<file path="src/rtl/l2_cache_pkg.sv">
`default_nettype none
// ============================================================================
// Module   : l2_cache_pkg
// Purpose  : Shared types and helpers for the N-way L2 cache controller:
//            controller state encoding, default geometry and a priority
//            encoder that maps a bit vector to the index of its lowest set bit.
// Revision : 1.0 - initial release
// ============================================================================
package l2_cache_pkg;

    localparam int c_nways_default = 4;
    localparam int c_way_w_default = $clog2(c_nways_default);

    // Widest way vector the index helper accepts, and its index width.
    localparam int c_max_ways = 32;
    localparam int c_idx_w    = 5;

    typedef enum logic [1:0] {
        ST_IDLE   = 2'd0,
        ST_LOOKUP = 2'd1,
        ST_EVICT  = 2'd2,
        ST_FILL   = 2'd3
    } state_t;

    // One-hot to index. With more than one bit set the lowest index wins,
    // which is what both hit-way selection and invalid-way-first need.
    function automatic logic [c_idx_w-1:0] onehot_to_idx(input logic [c_max_ways-1:0] vec);
        onehot_to_idx = '0;
        for (int i = c_max_ways - 1; i >= 0; i--) begin
            if (vec[i]) begin
                onehot_to_idx = c_idx_w'(i);
            end
        end
    endfunction

endpackage
`default_nettype wire

</file>
<file path="src/rtl/l2_cache_ctrl_nway_plru.sv">
`default_nettype none
// ============================================================================
// Module   : plru_tree
// Purpose  : Combinational tree pseudo-LRU helper for one cache set.
//            Node i of the heap-ordered tree has children 2i+1 and 2i+2;
//            a node bit of 0 points to the lower half of ways, 1 to the upper.
// Ports    : bits_in    - current tree of the set
//            access_way - way being touched
//            victim_way - way the tree currently points at
//            bits_out   - tree updated so every node on the path of
//                         access_way points away from it
// Revision : 1.0 - initial release
// ============================================================================
module plru_tree #(
    parameter int NWAYS = 4,
    parameter int WAY_W = $clog2(NWAYS)
) (
    input  logic [NWAYS-2:0] bits_in,
    input  logic [WAY_W-1:0] access_way,
    output logic [WAY_W-1:0] victim_way,
    output logic [NWAYS-2:0] bits_out
);

    // Walk from the root; the partial way number built so far is also the
    // offset of the next node within its level.
    always_comb begin
        victim_way = '0;
        for (int l = 0; l < WAY_W; l++) begin
            victim_way = (victim_way << 1)
                       | WAY_W'(bits_in[WAY_W'((1 << l) - 1) + victim_way]);
        end
    end

    // One node per generated instance; a node is on the access path when the
    // upper l bits of access_way equal its position within level l.
    for (genvar l = 0; l < WAY_W; l++) begin : g_lvl
        for (genvar p = 0; p < (1 << l); p++) begin : g_node
            localparam int c_node = (1 << l) - 1 + p;
            logic w_on_path;
            if (l == 0) begin : g_root
                assign w_on_path = 1'b1;
            end else begin : g_inner
                assign w_on_path = ((access_way >> (WAY_W - l)) == WAY_W'(p));
            end
            assign bits_out[c_node] = w_on_path ? ~access_way[WAY_W-1-l] : bits_in[c_node];
        end
    end

endmodule
`default_nettype wire

</file>
<file path="src/rtl/l2_cache_ctrl_nway.sv">
`default_nettype none
// ============================================================================
// Module   : l2_cache_ctrl_nway
// Purpose  : Control FSM for an NWAYS-way write-back, write-allocate L2 cache
//            with tree PLRU replacement, invalid-way-first victim choice,
//            saturating hit/miss counters and a sticky multi-hit error flag.
// Ports    : clk, rst (sync, active-high)
//            cpu_read/cpu_write/cpu_resp        - L1 miss path handshake
//            hit_vec/valid_vec/dirty_vec        - state of the indexed set
//            plru_bits_in/plru_bits_out/ld_plru - PLRU tree read/update
//            pmem_read/pmem_write/pmem_resp     - memory handshake
//            wb_addr_sel, access_way            - address / data mux selects
//            data_cpu_we, data_fill_we, ld_tag, ld_valid, ld_dirty,
//            valid_in, dirty_in                 - array writes
//            hit_cnt, miss_cnt, multi_hit_err, busy - status
// Revision : 1.0 - initial release
// ============================================================================
module l2_cache_ctrl_nway
    import l2_cache_pkg::*;
#(
    parameter int NWAYS  = c_nways_default,
    parameter int WAY_W  = $clog2(NWAYS),
    parameter int PERF_W = 32
) (
    input  logic              clk,
    input  logic              rst,
    input  logic              cpu_read,
    input  logic              cpu_write,
    input  logic [NWAYS-1:0]  hit_vec,
    input  logic [NWAYS-1:0]  valid_vec,
    input  logic [NWAYS-1:0]  dirty_vec,
    input  logic [NWAYS-2:0]  plru_bits_in,
    input  logic              pmem_resp,
    output logic              cpu_resp,
    output logic              pmem_read,
    output logic              pmem_write,
    output logic              wb_addr_sel,
    output logic [WAY_W-1:0]  access_way,
    output logic [NWAYS-1:0]  data_cpu_we,
    output logic [NWAYS-1:0]  data_fill_we,
    output logic [NWAYS-1:0]  ld_tag,
    output logic [NWAYS-1:0]  ld_valid,
    output logic [NWAYS-1:0]  ld_dirty,
    output logic              valid_in,
    output logic              dirty_in,
    output logic              ld_plru,
    output logic [NWAYS-2:0]  plru_bits_out,
    output logic [PERF_W-1:0] hit_cnt,
    output logic [PERF_W-1:0] miss_cnt,
    output logic              multi_hit_err,
    output logic              busy
);

    state_t            r_state, w_state_nxt;
    logic [WAY_W-1:0]  r_victim;
    logic              r_refill;
    logic              r_multi_hit;
    logic [PERF_W-1:0] r_hit_cnt, r_miss_cnt;

    logic              w_req, w_hit, w_multi, w_any_invalid;
    logic [WAY_W-1:0]  w_hit_way, w_plru_victim, w_victim;
    logic [NWAYS-1:0]  w_hit_oh, w_victim_oh;
    logic [NWAYS-2:0]  w_plru_upd;

    assign w_req         = cpu_read | cpu_write;
    assign w_hit         = |hit_vec;
    // More than one bit set: clearing the lowest set bit leaves something.
    assign w_multi       = |(hit_vec & (hit_vec - NWAYS'(1)));
    assign w_any_invalid = ~&valid_vec;
    assign w_hit_way     = WAY_W'(onehot_to_idx(c_max_ways'(hit_vec)));
    assign w_victim      = w_any_invalid ? WAY_W'(onehot_to_idx(c_max_ways'(~valid_vec)))
                                         : w_plru_victim;
    assign w_hit_oh      = NWAYS'(1) << w_hit_way;
    assign w_victim_oh   = NWAYS'(1) << r_victim;

    plru_tree #(
        .NWAYS (NWAYS),
        .WAY_W (WAY_W)
    ) u_plru (
        .bits_in    (plru_bits_in),
        .access_way (w_hit_way),
        .victim_way (w_plru_victim),
        .bits_out   (w_plru_upd)
    );

    always_ff @(posedge clk) begin
        if (rst) begin
            r_state     <= ST_IDLE;
            r_victim    <= '0;
            r_refill    <= 1'b0;
            r_multi_hit <= 1'b0;
            r_hit_cnt   <= '0;
            r_miss_cnt  <= '0;
        end else begin
            r_state <= w_state_nxt;
            if (r_state == ST_LOOKUP) begin
                // LOOKUP always exits after one cycle, ending any refill.
                r_refill <= 1'b0;
                if (w_multi) begin
                    r_multi_hit <= 1'b1;
                end
                if (w_req && w_hit) begin
                    // The re-lookup after a fill is not a genuine hit.
                    if (!r_refill && (r_hit_cnt != '1)) begin
                        r_hit_cnt <= r_hit_cnt + PERF_W'(1);
                    end
                end else if (w_req) begin
                    r_victim <= w_victim;
                    if (r_miss_cnt != '1) begin
                        r_miss_cnt <= r_miss_cnt + PERF_W'(1);
                    end
                end
            end
            if ((r_state == ST_FILL) && pmem_resp) begin
                r_refill <= 1'b1;
            end
        end
    end

    // Outputs are forced low while rst is high so an abandoned EVICT/FILL
    // cannot issue an array load in the reset cycle.
    always_comb begin
        w_state_nxt   = r_state;
        cpu_resp      = 1'b0;
        pmem_read     = 1'b0;
        pmem_write    = 1'b0;
        wb_addr_sel   = 1'b0;
        access_way    = '0;
        data_cpu_we   = '0;
        data_fill_we  = '0;
        ld_tag        = '0;
        ld_valid      = '0;
        ld_dirty      = '0;
        valid_in      = 1'b0;
        dirty_in      = 1'b0;
        ld_plru       = 1'b0;
        plru_bits_out = '0;
        busy          = 1'b0;
        if (!rst) begin
            busy       = (r_state != ST_IDLE);
            access_way = r_victim;
            unique case (r_state)
                ST_IDLE: begin
                    if (w_req) begin
                        w_state_nxt = ST_LOOKUP;
                    end
                end
                ST_LOOKUP: begin
                    access_way = w_hit_way;
                    if (!w_req) begin
                        w_state_nxt = ST_IDLE;
                    end else if (w_hit) begin
                        cpu_resp      = 1'b1;
                        ld_plru       = 1'b1;
                        plru_bits_out = w_plru_upd;
                        if (cpu_write) begin
                            data_cpu_we = w_hit_oh;
                            ld_dirty    = w_hit_oh;
                            dirty_in    = 1'b1;
                        end
                        w_state_nxt = ST_IDLE;
                    end else if (valid_vec[w_victim] && dirty_vec[w_victim]) begin
                        w_state_nxt = ST_EVICT;
                    end else begin
                        w_state_nxt = ST_FILL;
                    end
                end
                ST_EVICT: begin
                    pmem_write  = 1'b1;
                    wb_addr_sel = 1'b1;
                    if (pmem_resp) begin
                        ld_dirty    = w_victim_oh;
                        w_state_nxt = ST_FILL;
                    end
                end
                ST_FILL: begin
                    pmem_read = 1'b1;
                    if (pmem_resp) begin
                        data_fill_we = w_victim_oh;
                        ld_tag       = w_victim_oh;
                        ld_valid     = w_victim_oh;
                        ld_dirty     = w_victim_oh;
                        valid_in     = 1'b1;
                        w_state_nxt  = ST_LOOKUP;
                    end
                end
                default: begin
                    w_state_nxt = ST_IDLE;
                end
            endcase
        end
    end

    assign hit_cnt       = r_hit_cnt;
    assign miss_cnt      = r_miss_cnt;
    assign multi_hit_err = r_multi_hit;

endmodule
`default_nettype wire

</file>
<file path="config.mk">
export PLATFORM = sky130hd
export DESIGN_NAME = l2_cache_ctrl_nway
export DESIGN_NICKNAME = d
export VERILOG_FILES = /design/src/rtl/l2_cache_pkg.sv /design/src/rtl/l2_cache_ctrl_nway_plru.sv /design/src/rtl/l2_cache_ctrl_nway.sv
export SDC_FILE = /design/constraint.sdc
export NUM_CORES = 1
export LEC_CHECK = 0
export BUFFER_PORTS_ARGS = -buffer_cell sky130_fd_sc_hd__buf_2
export CORE_MARGIN = 3
export CORE_UTILIZATION = 40
export DETAILED_ROUTE_END_ITERATION = 7
export PLACE_DENSITY = 0.65
export SLEW_MARGIN = 20
export SYNTH_ARGS = -nofsm -noshare
export SYNTH_HDL_FRONTEND = slang
export SYNTH_SLANG_ARGS = --single-unit
export TNS_END_PERCENT = 1
</file>
<file path="constraint.sdc">
create_clock -name clk -period 4.4 [get_ports clk]
set_input_delay 0.44 -clock clk [delete_from_list [all_inputs] [get_ports clk]]
set_output_delay 0.44 -clock clk [all_outputs]
set_load 0.05 [all_outputs]
</file>
Yosys cells after proc, flatten, opt, wreduce, memory -nomap -nowiden
Index checks and enable logic that the tools add are counted.
{ "word_totals": {"register_bits": 70, "latchBits": 0, "ramBits": 0, "romBits": 0, "input_bits": 20, "out_inout_bits": 98, "word_cells": 134, "mem_count": 0} }
{ "op_classes": {"n_addsub": 4, "n_mul": 0, "n_div": 0, "magnitude_cmp": 2, "n_eq_ne": 8, "shifts": 2, "muxes": 87, "n_bitwise": 7, "n_reduce_logical": 18} }
{ "op_table": {"columns": ["op", "count"], "rows": [
  ["2-bit two-way mux", 44],
  ["32-bit by 1-bit adder with 32-bit output, second input constant", 2],
  ["32-bit != test, second input constant", 2],
  ["4-bit two-way mux", 9],
  ["4-bit inverter with 32-bit output", 1],
  ["1-bit two-way mux", 25],
  ["3-bit two-way mux", 4],
  ["3-bit AND reduction", 3],
  ["2-bit one-hot mux with 4 select lines", 1],
  ["4-bit one-hot mux with 2 select lines", 1],
  ["4-bit AND reduction", 2],
  ["4-bit OR reduction", 2],
  ["1-bit by 2-bit << shifter with 4-bit output, first input constant", 2],
  ["1-bit binary-select mux with 2-bit select", 3],
  ["2-bit by 3-bit < comparator with 1-bit output, second input constant", 2],
  ["2-bit != test, second input constant", 3],
  ["4-bit bitwise AND", 1],
  ["2-bit equality test, second input constant", 2],
  ["1-bit logical AND", 4],
  ["2-bit zero test", 2],
  ["2-bit nonzero test", 2],
  ["4-bit by 1-bit subtractor with 4-bit output, second input constant", 1],
  ["1-bit inverter", 3],
  ["1-bit by 1-bit adder with 2-bit output, first input constant", 1],
  ["other kinds (6)", 6]
]} }

Logic depth before layout (Yosys ltp)
{ "logic_depth": {"depth_word": 41, "mapped_depth": 11, "depth_no_buf": 7} }

By module
From an unflattened synthesis, not the netlist that was laid out.
{ "unflattened": {"hier_cells": 500, "area_unflattened_um2": 4036.4} }
{ "modules_own_cells": {"columns": ["mod", "instances", "cells_each", "area_per_inst_um2", "seq_area_each_um2"], "rows": [
  ["l2_cache_ctrl_nway", 1, 493, 3990.1, 1401.3],
  ["plru_tree", 1, 7, 46.3, 0.0]
]} }

Least setup slack after synthesis
Ideal clock, no wire load.
{ "synth_path": {"path_kind": "flip-flop to output port", "start": "register r_state[1]", "end": "output port ld_tag[2]", "arrival_time_ps": 3104, "t_required_ps": 3960, "slack_ps": 856, "stages_incl_launch_ff": 6, "path_buffers": 1, "cell_sequence": "dfxtp_1 ha_1 nor2b_1 nand2_1 nor3_1 buf_4"} }
{ "synth_between": {"elab_chain_len": 3} }
{ "synth_rtl": {"columns": ["item", "line", "source"], "rows": [
  ["start, declared", "l2_cache_ctrl_nway.sv:54", "state_t r_state, w_state_nxt;"],
  ["start signal, assigned", "l2_cache_ctrl_nway.sv:95", "r_state <= w_state_nxt;"],
  ["2-bit equality test", null, null],
  ["4-bit two-way mux (2 in a row)", null, null],
  ["end, declared", "l2_cache_ctrl_nway.sv:41", "output logic [NWAYS-1:0] ld_tag,"]
]} }
Every way passes these cells.

Final worst setup path
{ "layout_path": {"start": "register r_hit_cnt[1], in the netlist hit_cnt[1]", "end": "register r_hit_cnt[11], in the netlist hit_cnt[11]"} }
{ "layout_between": {"elab_chain_len": 3, "elab_cells_between_ends": 4, "cone_classes": "add/sub (1); eq/ne (1); reduce/logical (2)"} }
{ "layout_rtl": {"columns": ["item", "line", "source"], "rows": [
  ["start, declared", "l2_cache_ctrl_nway.sv:58", "logic [PERF_W-1:0] r_hit_cnt, r_miss_cnt;"],
  ["start signal, assigned", "l2_cache_ctrl_nway.sv:105", "r_hit_cnt <= r_hit_cnt + PERF_W'(1);"],
  ["branches (longest 3 deep; another with 32-bit by 1-bit adder with 32-bit output)", null, null]
]} }
Several ways; the timed one is not identified.
A chain may end at the register's enable or synchronous reset.

==> results.yml <==
synth:
  synth_common_cells: "70 x dfxtp_1, 56 x a21oi_1, 39 x nor2_1"
  synth-edff-count: 0
  yosysMostFrequentCell: "dfxtp_1"
  synth-seq-cells: 70
  syn_nets: 538
  synth_top_area_frac: 0.352
  synth.largest_area_cell: "dfxtp_1"
  netlist_area_um2: 3980
  synth-warning-count: 0
  ys_async_sr_fraction: 0
  synth.top_cells.by_area: "dfxtp_1 35%, a21oi_1 7.0%, or4_1 6.2%"
  synth-seq-area-share: 0.352
  avgSynthCellArea_um2: 7.77
  synthCells: 512
  synth_cell_types: 49
  ys.flop_type: "dfxtp_1"
detailed_routing:
  vias: 4203
  drt_iter0_drc: 290
  vias_per_cell: 5.68
  drc: 0
  drt_wl_total_mm: 10.8
  wl_per_cell_um: 14.6
  antenna_left: 0
  first_pass_iters: 5
clocking:
  cts.sink_count: 70
  clockBufferDepth: 2
  cts_tree: "built"
  postCtsSetupBuffers: 0
  clkLatencyLatePin_ns: 0.35
  cts-buffers-inserted: 9
  path_clk_slew_ns: 0.08
  clockRootBuffer: "clkbuf_8"
  cts_hold_buffers: 0
  cts.htree.levels: 3
  cts_resized: 0
sta:
  finalHoldWorstSlack_ns: 0.418
  worst_pin_slew_ns: 0.913
  min_period_ns: 2.89
  fin_crit_sh: 0.657
  final.setup.worst_slack_ns: 1.51
  fin_skew_ns: 0.0132
  finalHoldViolCount: 0
  report.final.slew_viol_count: 0
  slew_headroom: 0.386
  max_freq_mhz: 346
  rsz0062_at_grt: "false"
  finalSetupViolCount: 0
  finalSetupTns_ns: 0
final_layout:
  nets: 632
  n_antenna_cell: 0
  drive_above_1_share: 0.255
  final_core_util: 0.506
  syn2layout_area_growth_pct: 20.3
  fin_cells: 740
floorplanning:
  ios: 118
  coreArea_um2: 9460
  rows: 35
  die_y_um: 106
  start_util: 0.421
  die-width_um: 106
  die_area_um2: 11200
place:
  port_buffers: 117
  place_inst: 724
  dp_hpwl_mm: 7.75
  dp_slack_ns: 1.54
  place_congestion: 0.831
global_routing:
  grt_use_total: 0.191
  grt_pass1_vias: 3801
  antenna_found_initial: 0
  grt_max_degree: 73
  grt_overflow: 0
  grt_first_pass_wirelength_mm: 18.0
critical_path:
  reg2reg_depth: 7
  cp.required_ns: 4.64
  cp-end-kind: "flip-flop"
  rrSetupSlack_ns: 1.51
  start_kind: "flip-flop"
  critPathKind: "reg2reg"
  path_max_fanout: 26
  arrival_ns: 3.13
power:
  p_per_area_nw_per_um2: 278
  peakVddDrop_mv: 0.195
  leakage_nw: 1.84
job:
  maxCapViolations: 0
min_path:
  holdCritPathClass: "in2reg"
  whs_path_depth: 3
status:
  status: "finished clean"
## kinds of logic (layout without fill, tap and decap cells)
logic type | after synthesis | after routing | share of synthesized area
flip-flops | 70 | 70 | 0.352
buffers and inverters | 53 | 152 | 0.0641
adder cells (fa/ha/maj) | 6 | 6 | 0.0189
AO/OA/AOI/OAI | 131 | 131 | 0.197
XOR/XNOR | 4 | 4 | 0.00880
AND/OR/NAND/NOR | 239 | 239 | 0.334
multiplexers | 9 | 9 | 0.0245
## worst paths after layout
| kind | start | to |
|---|---|---|
| setup / recovery | hit_cnt[1] | hit_cnt[11] |
| hold / removal | valid_vec[1] | r_victim[1] |
| setup reg to reg | hit_cnt[1] | hit_cnt[11] |
| hold reg to reg | r_refill | r_refill |
## power breakdown
part,switching [mW],internal (mW)
combinational,0.0760,0.0289
clock,0.252,0.333
sequential,0.00424,0.636
total,0.332,0.998
## state kept, by name (all words and copies together) (netlist names)
signal         flops
hit_cnt           32
miss_cnt          32
r_state            2
r_victim           2
multi_hit_err      1
r_refill           1
## layout make-up
cell class	instances	area (um^2)
clock inverters	6	85.1
inverters	16	60.1
clock buffers	10	138
well taps	129	161
repair buffers	120	608
multi-input cells	389	2330
fillers	978	4670
flip-flops and latches	70	1400
## layer usage
layer,vias up,track usage,wire (um)
li1,2109,-,-
met1,1956,0.256,5110
met2,136,0.316,5040
met3,2,0.0380,590
met4,0,0.0426,32
met5,-,0,0
## worst max-delay path: stages, from the launching register on
cell     delay [ns]
dfxtp_1        0.45
ha_1           0.29
nand3_1        0.11
or4_1          0.45
nor3_2         0.76
buf_4          0.38
nor4_1         0.09
mux2_2         0.27
## placed cells by master, fill, tap and decap left out, drive strengths merged, types with 2 or more instances in the layout
cell type and instances:
a211oi 2, a21oi 56, a31o 3, a31oi 2, and2 2, and3 6
and4 4, buf 120, bufinv 2, clkbuf 10, clkinv 2, clkinvlp 2
dfxtp 70, ha 6, inv 16, mux2 6, mux2i 3, nand2 34
nand2b 3, nand3 26, nand3b 2, nand4 18, nor2 39, nor2b 11
nor3 15, nor3b 4, nor4 8, o21ai 30, o31ai 28, or2 8
or3 23, or4 34, xnor2 2, xor2 2
## per-stage QoR
stage | total power, mW | cell area (um^2)
2_1_floorplan | 0.730 | 3980
3_3_place_gp | 0.758 | 4560
3_5_place_dp | 0.761 | 4560
4_1_cts | 1.34 | 4790
5_1_grt | 1.38 | 4790
6_report | 1.33 | 4790
Note: power is estimated with default switching activity, not from simulation.
